--- src/rtl/bios_loader.sv ---
// Copies WORDS 32-bit words from the BIOS ROM to RAM and keeps a running checksum of them.
// First write 2 cycles after start, one word per cycle; ram_ready_i low stalls the copy in place.
package bios_loader_pkg;
  typedef logic [31:0] word_t;
endpackage

module bios_loader
  import bios_loader_pkg::*;
#(
  parameter word_t SRC_BASE  = 32'h0000_0000,
  parameter word_t DEST_BASE = 32'h8000_0000,
  parameter int    WORDS     = 1024
) (
  input  logic       clk_i,
  input  logic       reset_ni,
  input  logic       start_i,
  output logic       busy_o,
  output logic       done_o,
  output word_t      rom_addr_o,
  input  word_t      rom_data_i,
  output word_t      ram_addr_o,
  output word_t      ram_data_o,
  output logic [3:0] ram_we_o,
  input  logic       ram_ready_i,
  output word_t      checksum_o
);

  localparam int IDX_W = (WORDS > 1) ? $clog2(WORDS) : 1;
  localparam logic [IDX_W-1:0] LAST_IDX = IDX_W'(WORDS - 1);

  typedef enum logic [1:0] {IDLE, PRIME, COPY, DONE} state_t;

  state_t           state;
  logic [IDX_W-1:0] idx;
  word_t            idx_off;
  logic             accept;

  assign idx_off    = word_t'(idx) << 2;
  assign accept     = (state == COPY) && ram_ready_i;
  assign ram_we_o   = (state == COPY) ? 4'hF : 4'h0;
  assign ram_addr_o = DEST_BASE + idx_off;
  assign ram_data_o = rom_data_i;

  // Fetch one word ahead on acceptance so rom_data_i always holds word idx.
  always_comb begin
    rom_addr_o = SRC_BASE;
    if (state == COPY)
      rom_addr_o = SRC_BASE + idx_off + (accept ? 32'd4 : 32'd0);
  end

  always_ff @(posedge clk_i or negedge reset_ni) begin
    if (!reset_ni) begin
      state      <= IDLE;
      idx        <= '0;
      checksum_o <= '0;
      busy_o     <= 1'b0;
      done_o     <= 1'b0;
    end else begin
      case (state)
        IDLE, DONE: begin
          if (start_i) begin
            state      <= PRIME;
            idx        <= '0;
            checksum_o <= '0;
            busy_o     <= 1'b1;
            done_o     <= 1'b0;
          end
        end
        PRIME: state <= COPY;
        COPY: begin
          if (ram_ready_i) begin
            checksum_o <= checksum_o + rom_data_i;
            if (idx == LAST_IDX) begin
              state  <= DONE;
              busy_o <= 1'b0;
              done_o <= 1'b1;
            end else begin
              idx <= idx + 1'b1;
            end
          end
        end
        default: state <= IDLE;
      endcase
    end
  end

endmodule
--- config.mk ---
export PLATFORM = sky130hd
export DESIGN_NAME = bios_loader
export DESIGN_NICKNAME = d
export VERILOG_FILES = /design/src/rtl/bios_loader.sv
export SDC_FILE = /design/constraint.sdc
export NUM_CORES = 1
export LEC_CHECK = 0
export ABC_AREA = 1
export CAP_MARGIN = 20
export CORE_MARGIN = 3
export CORE_UTILIZATION = 40
export CTS_CLUSTER_DIAMETER = 30
export DETAILED_ROUTE_END_ITERATION = 10
export PLACE_DENSITY = 0.74
export REMOVE_ABC_BUFFERS = 1
export SYNTH_ARGS = -nofsm -noshare
export SYNTH_HDL_FRONTEND = slang
export SYNTH_SLANG_ARGS = --single-unit
--- constraint.sdc ---
create_clock -name clk_i -period 1.94 [get_ports clk_i]
set_input_delay 0.194 -clock clk_i [delete_from_list [all_inputs] [get_ports clk_i]]
set_output_delay 0.194 -clock clk_i [all_outputs]
set_load 0.1 [all_outputs]
; Yosys cells after proc, flatten, opt, wreduce, memory -nomap -nowiden
; Index checks and enable logic that the tools add are counted.
[totals]
register_bits = 46
output_inout_bits = 134
wordCells = 47
[op_classes]
n_addsub = 4
eq_ne = 8
mux = 22
reduce_logical = 8
[op_table]
columns = cell, n
row1 = two-way mux 32 bit, 3
row2 = one-hot mux 32 bit (2 select lines), 1
row3 = "adder 32 x 12 -> 32 bit, first input constant", 1
row4 = adder 32 bit, 1
row5 = two-way mux 10 bit, 3
row6 = one-hot mux 10 bit (2 select lines), 1
row7 = adder 12 x 3 -> 13 bit, 1
row8 = "adder 10 x 1 -> 10 bit, second input constant", 1
row9 = "equality test 10 bit, second input constant", 1
row10 = AND reduction 4 bit, 2
row11 = two-way mux 1 bit, 6
row12 = two-way mux 2 bit, 3
row13 = "!= test 2 bit, second input constant", 3
row14 = one-hot mux 2 bit (3 select lines), 1
row15 = AND reduction 3 bit, 2
row16 = "equality test 2 bit, second input constant", 2
row17 = two-way mux 4 bit, 1
row18 = one-hot mux 1 bit (2 select lines), 2
row19 = two-way mux 3 bit, 1
row20 = "equality test 2 x 1 -> 1 bit, second input constant", 1
row21 = logical NOT 2 bit, 1
row22 = "!= test 2 x 1 -> 1 bit, second input constant", 1
row23 = nonzero test 2 bit, 1
row24 = OR reduction 2 bit, 1
row25 = logical AND 1 bit, 1

; Longest topological paths before layout
[logic_depth]
word_depth = 5
mapped_depth = 14

; Worst setup path after synthesis
; OpenSTA, ideal clock, no wires.
[synth_timing]
path_type = reg2out
startpoint = register state[0]
endpoint = output rom_addr_o[12]
arrival_time_ns = 5.082
t_required_ns = 1.746
path_slack_ns = -3.336
stages_incl_launch_ff = 11
n_path_buf = 0
path_cell_list = dfrtp_1 > inv_1 > ha_1 > nand2_1 > inv_1 > ha_1 > ha_1 > nand2_1 > nor2_1 > inv_1 > nor4_1
[synth_between]
elab_chain_cells = 5
[synth_rtl]
columns = element, line
row1 = "start, declared", 33  ; state_t state;
row2 = "start signal, assigned", 53  ; state <= IDLE;
row3 = "start signal, assigned", 62  ; state <= PRIME;
row4 = "start signal, assigned", 69  ; PRIME: state <= COPY;
row5 = equality test 2 bit *, "39, 47"
row6 = logical AND 1 bit, 39  ; assign accept = (state == COPY) && ram_ready_i;
row7 = two-way mux 3 bit, 48  ; rom_addr_o = SRC_BASE + idx_off + (accept ? 32'd4 : 32'd0);
row8 = adder 12 x 3 -> 13 bit, 48
row9 = two-way mux 32 bit *, 47  ; if (state == COPY)
row10 = "end, declared", 19  ; output word_t rom_addr_o,
; Every way passes the cells marked *; elsewhere a longest branch is shown, timed or not.

; Worst setup path after layout
[layout_timing]
startpoint = register state[0]
endpoint = output rom_addr_o[9]
; Same word-level chain as after synthesis.

==> results.cfg <==
[run_status]
status = complete, but fails checks
violations = negative hold slack, negative setup slack

[global_routing]
antenna_found_initial = 0
grt_max_degree = 47
grt_pass1_vias = 5343
track_usage_pct = 20.8
grt_overflow = 0
grt_pass1_wl_mm = 24.8

[setup_path]
crit_path_max_incr_delay_ns = 0.39
slowest_stage = dfrtp_1
reg2reg_slack_ns = -0.03
critPathTopFamily = buffers and inverters
cp_max_fo = 3
startpoint_type = flop
worstReg2RegEnd = idx[9]
path_common_cell = inv_2
cp_data_arrival_time_ns = 2.25
path_class = flop to primary output
crit_required_ns = 1.75
reg2regPathDepth = 10
end_kind = primary output
critPathBufInv = 5
r2r_start = state[1]
worstPathCellList = inv_2 > ha_4 > nand2_2 > inv_2 > ha_4 > nand3_4 > nor2_4 > inv_2 > nor2_4 > a21oi_2 > a211oi_2 > buf_4 > buf_12

[synthesis]
syn_area_um2 = 5140
synthCells = 848
synth_common_cells = nand2_1 (311), inv_1 (144), buf_4 (78)
yosys.area_share.adder_pct = 9.16
synthMuxAreaShare_pct = 0
synth_xor_xnor_area_share_pct = 0.511
yosys_most_used_dff = dfrtp_1
synth-seq-cells = 46
synth.top_cells.by_area = nand2_1 (23%), dfrtp_1 (22%), buf_4 (11%), inv_1 (11%), ha_1 (8.8%)
yosys_warnings = 0
ys_seq_area_share_pct = 22.4
synth_top_family_by_area = simple AND/OR/NAND/NOR gates
ys_types = 39
yosys.area_share.simple_pct = 36.2
synth_compound_area_share_pct = 8.96
syn_area_per_cell_um2 = 6.06
synth_edf_count = 0
async_flop_share_pct = 100
yosys.area.top_type_share_pct = 22.7
yosys.area.top_type = nand2_1
yosysMostFrequentCell = nand2_1

[placement]
gp_congestion = 0.918
io_buffer_count = 126
post-dp-hpwl_mm = 12.0
dpl.cell_count = 1189

[sta]
worst_slew_pin_slew_ns = 0.640
fmax_ghz = 0.409
holdWs_ns = -0.00748
finalSetupViolations = 13
rsz0062_at_grt = true
worst_slack_ns = -0.507
totalNegativeSetupSlack_ns = -3.94
slew_viol_final = 0
skew_ns = 0.00743
slew-limit-headroom_pct = 57.3
hold_viol = 6
min_period_ns = 2.45
fin_crit_sh_pct = 126

[clock_tree]
worstSkewPairLatency_ns = 0.29
root_buffer = clkbuf_16
clk_pin_slew_worst_paths_ns = 0.07
clkSinkCount = 46
htreeDepth = 2
cts_tree = yes
cts_made_buffers = 5
cts.path.max_buffers = 2

[die]
initial_core_util_pct = 41.9
ios = 170
rows = 40
dieArea_um2 = 14200
die_height_um = 119
core_area_um2 = 12300
die_w_um = 119

[finish]
diodes = 0
fill_cells = 1052
instances_no_fill = 1207
drive_above_1_share_pct = 28.7
area_growth_pct = 54.4
fin_nets = 1111

[power_and_ir_drop]
power_leakage_nw = 4.39
ir_worst_vdd_mv = 1.18
power_density_nw_per_um2 = 1580

[detailed_routing]
drtIter0Drc = 299
wl_per_cell_um = 13.1
vias = 5696
drt.antenna.violating_nets = 0
via_per_inst = 4.72
drc_errors = 0
routed_wl_mm = 15.9
firstDrtPassIters = 7

[worst_hold_path]
holdCritPathClass = input pin to async pin

[run]
max_cap_violations = 0
worst max-delay path by stage:
stage	startpoint	end	slack (ns)	depth (start not counted)
6_report	state[0]	rom_addr_o[9]	-0.51	13
4_1_cts	state[0]	rom_addr_o[8]	-0.54	13
2_1_floorplan	state[0]	rom_addr_o[12]	-5.57	4
3_5_place_dp	ram_ready_i	rom_addr_o[10]	-0.39	12
3_3_place_gp	rom_data_i[0]	checksum_o[22]	-0.33	15
5_1_grt	state[0]	rom_addr_o[8]	-0.63	13
area by class of cell:
| type | instances | area, um2 | area share (%) |
|---|---|---|---|
| Multi-Input combinational cell | 613 | 3430 | 43.3 |
| Timing Repair Buffer | 228 | 2420 | 30.5 |
| Sequential cell | 46 | 1150 | 14.5 |
| Inverter | 144 | 543 | 6.84 |
| Tap cell | 168 | 210 | 2.65 |
| Clock buffer | 5 | 125 | 1.58 |
| Clock inverter | 3 | 45.0 | 0.568 |
per-stage QoR:
stage               power [mW]  area [um2]  setup slack (ns)  utilization (%)
floorplan                 7.46        4670             -5.57                -
global placement          10.8        7210            -0.327             58.8
detailed placement        10.9        7210            -0.385             58.8
CTS                       12.0        7470            -0.543             60.9
global route              13.4        7930            -0.630             64.7
finish                    12.5        7930            -0.507             64.7
metal layers:
| metal | global-route usage, % | share of wire (%) | vias up |
|---|---|---|---|
| li1 | - | - | 2873 |
| met1 | 27.3 | 43 | 2575 |
| met2 | 34.8 | 47 | 220 |
| met3 | 4.42 | 7.4 | 28 |
| met4 | 5.01 | 1.8 | 0 |
| met5 | 0 | 0 | - |
registers in the layout, summed over array words and instances (netlist names):
signal and cells:
state 2, checksum_o 32, idx 10, done_o 1, busy_o 1
worst register-to-register path, delay by kind of cell (launching register included):
kind / cells / cell delay, ns
xor+xnor: 1 / 0.16
simple gates: 5 / 0.42
flops: 1 / 0.42
buf+inv: 3 / 0.67
fa+ha+maj: 1 / 0.19
repair_timing:
item / in CTS / in global routing
gates resized for setup: 23 / 81
hold buffers: 0 / 0
endpoints found under the setup margin: 18 / 43
pin swaps: 7 / 28
setup buffers: 2 / 8
cells in the final DEF (no fill, tap or decap), drive strengths merged, types with 3 or more instances in the layout:
| cell | n |
|---|---|
| a21oi | 39 |
| a31oi | 4 |
| buf | 194 |
| clkbuf | 5 |
| clkdlybuf4s50 | 32 |
| conb | 43 |
| dfrtp | 46 |
| ha | 36 |
| inv | 144 |
| nand2 | 317 |
| nand3 | 43 |
| nand3b | 4 |
| nand4 | 4 |
| nor2 | 72 |
| nor3 | 3 |
| o21ai | 28 |
| o21bai | 3 |
report_power, final:
group	internal (mW)	switching, mW	total (mW)
logic	3.04	6.79	9.83
clock network	0.609	0.406	1.02
registers	1.31	0.386	1.70
logic make-up (layout without fill, tap and decap cells):
| logic type | after synthesis | after routing |
|---|---|---|
| DFF | 46 | 46 |
| adders and majority gates | 37 | 37 |
| xor gates and xnor gates | 3 | 3 |
| and+or+nand+nor | 447 | 447 |
| buffers and inverters | 230 | 380 |
| AOI/OAI and AO/OA | 83 | 83 |
| other | 2 | 43 |
Power figures use the tool's default switching activity.
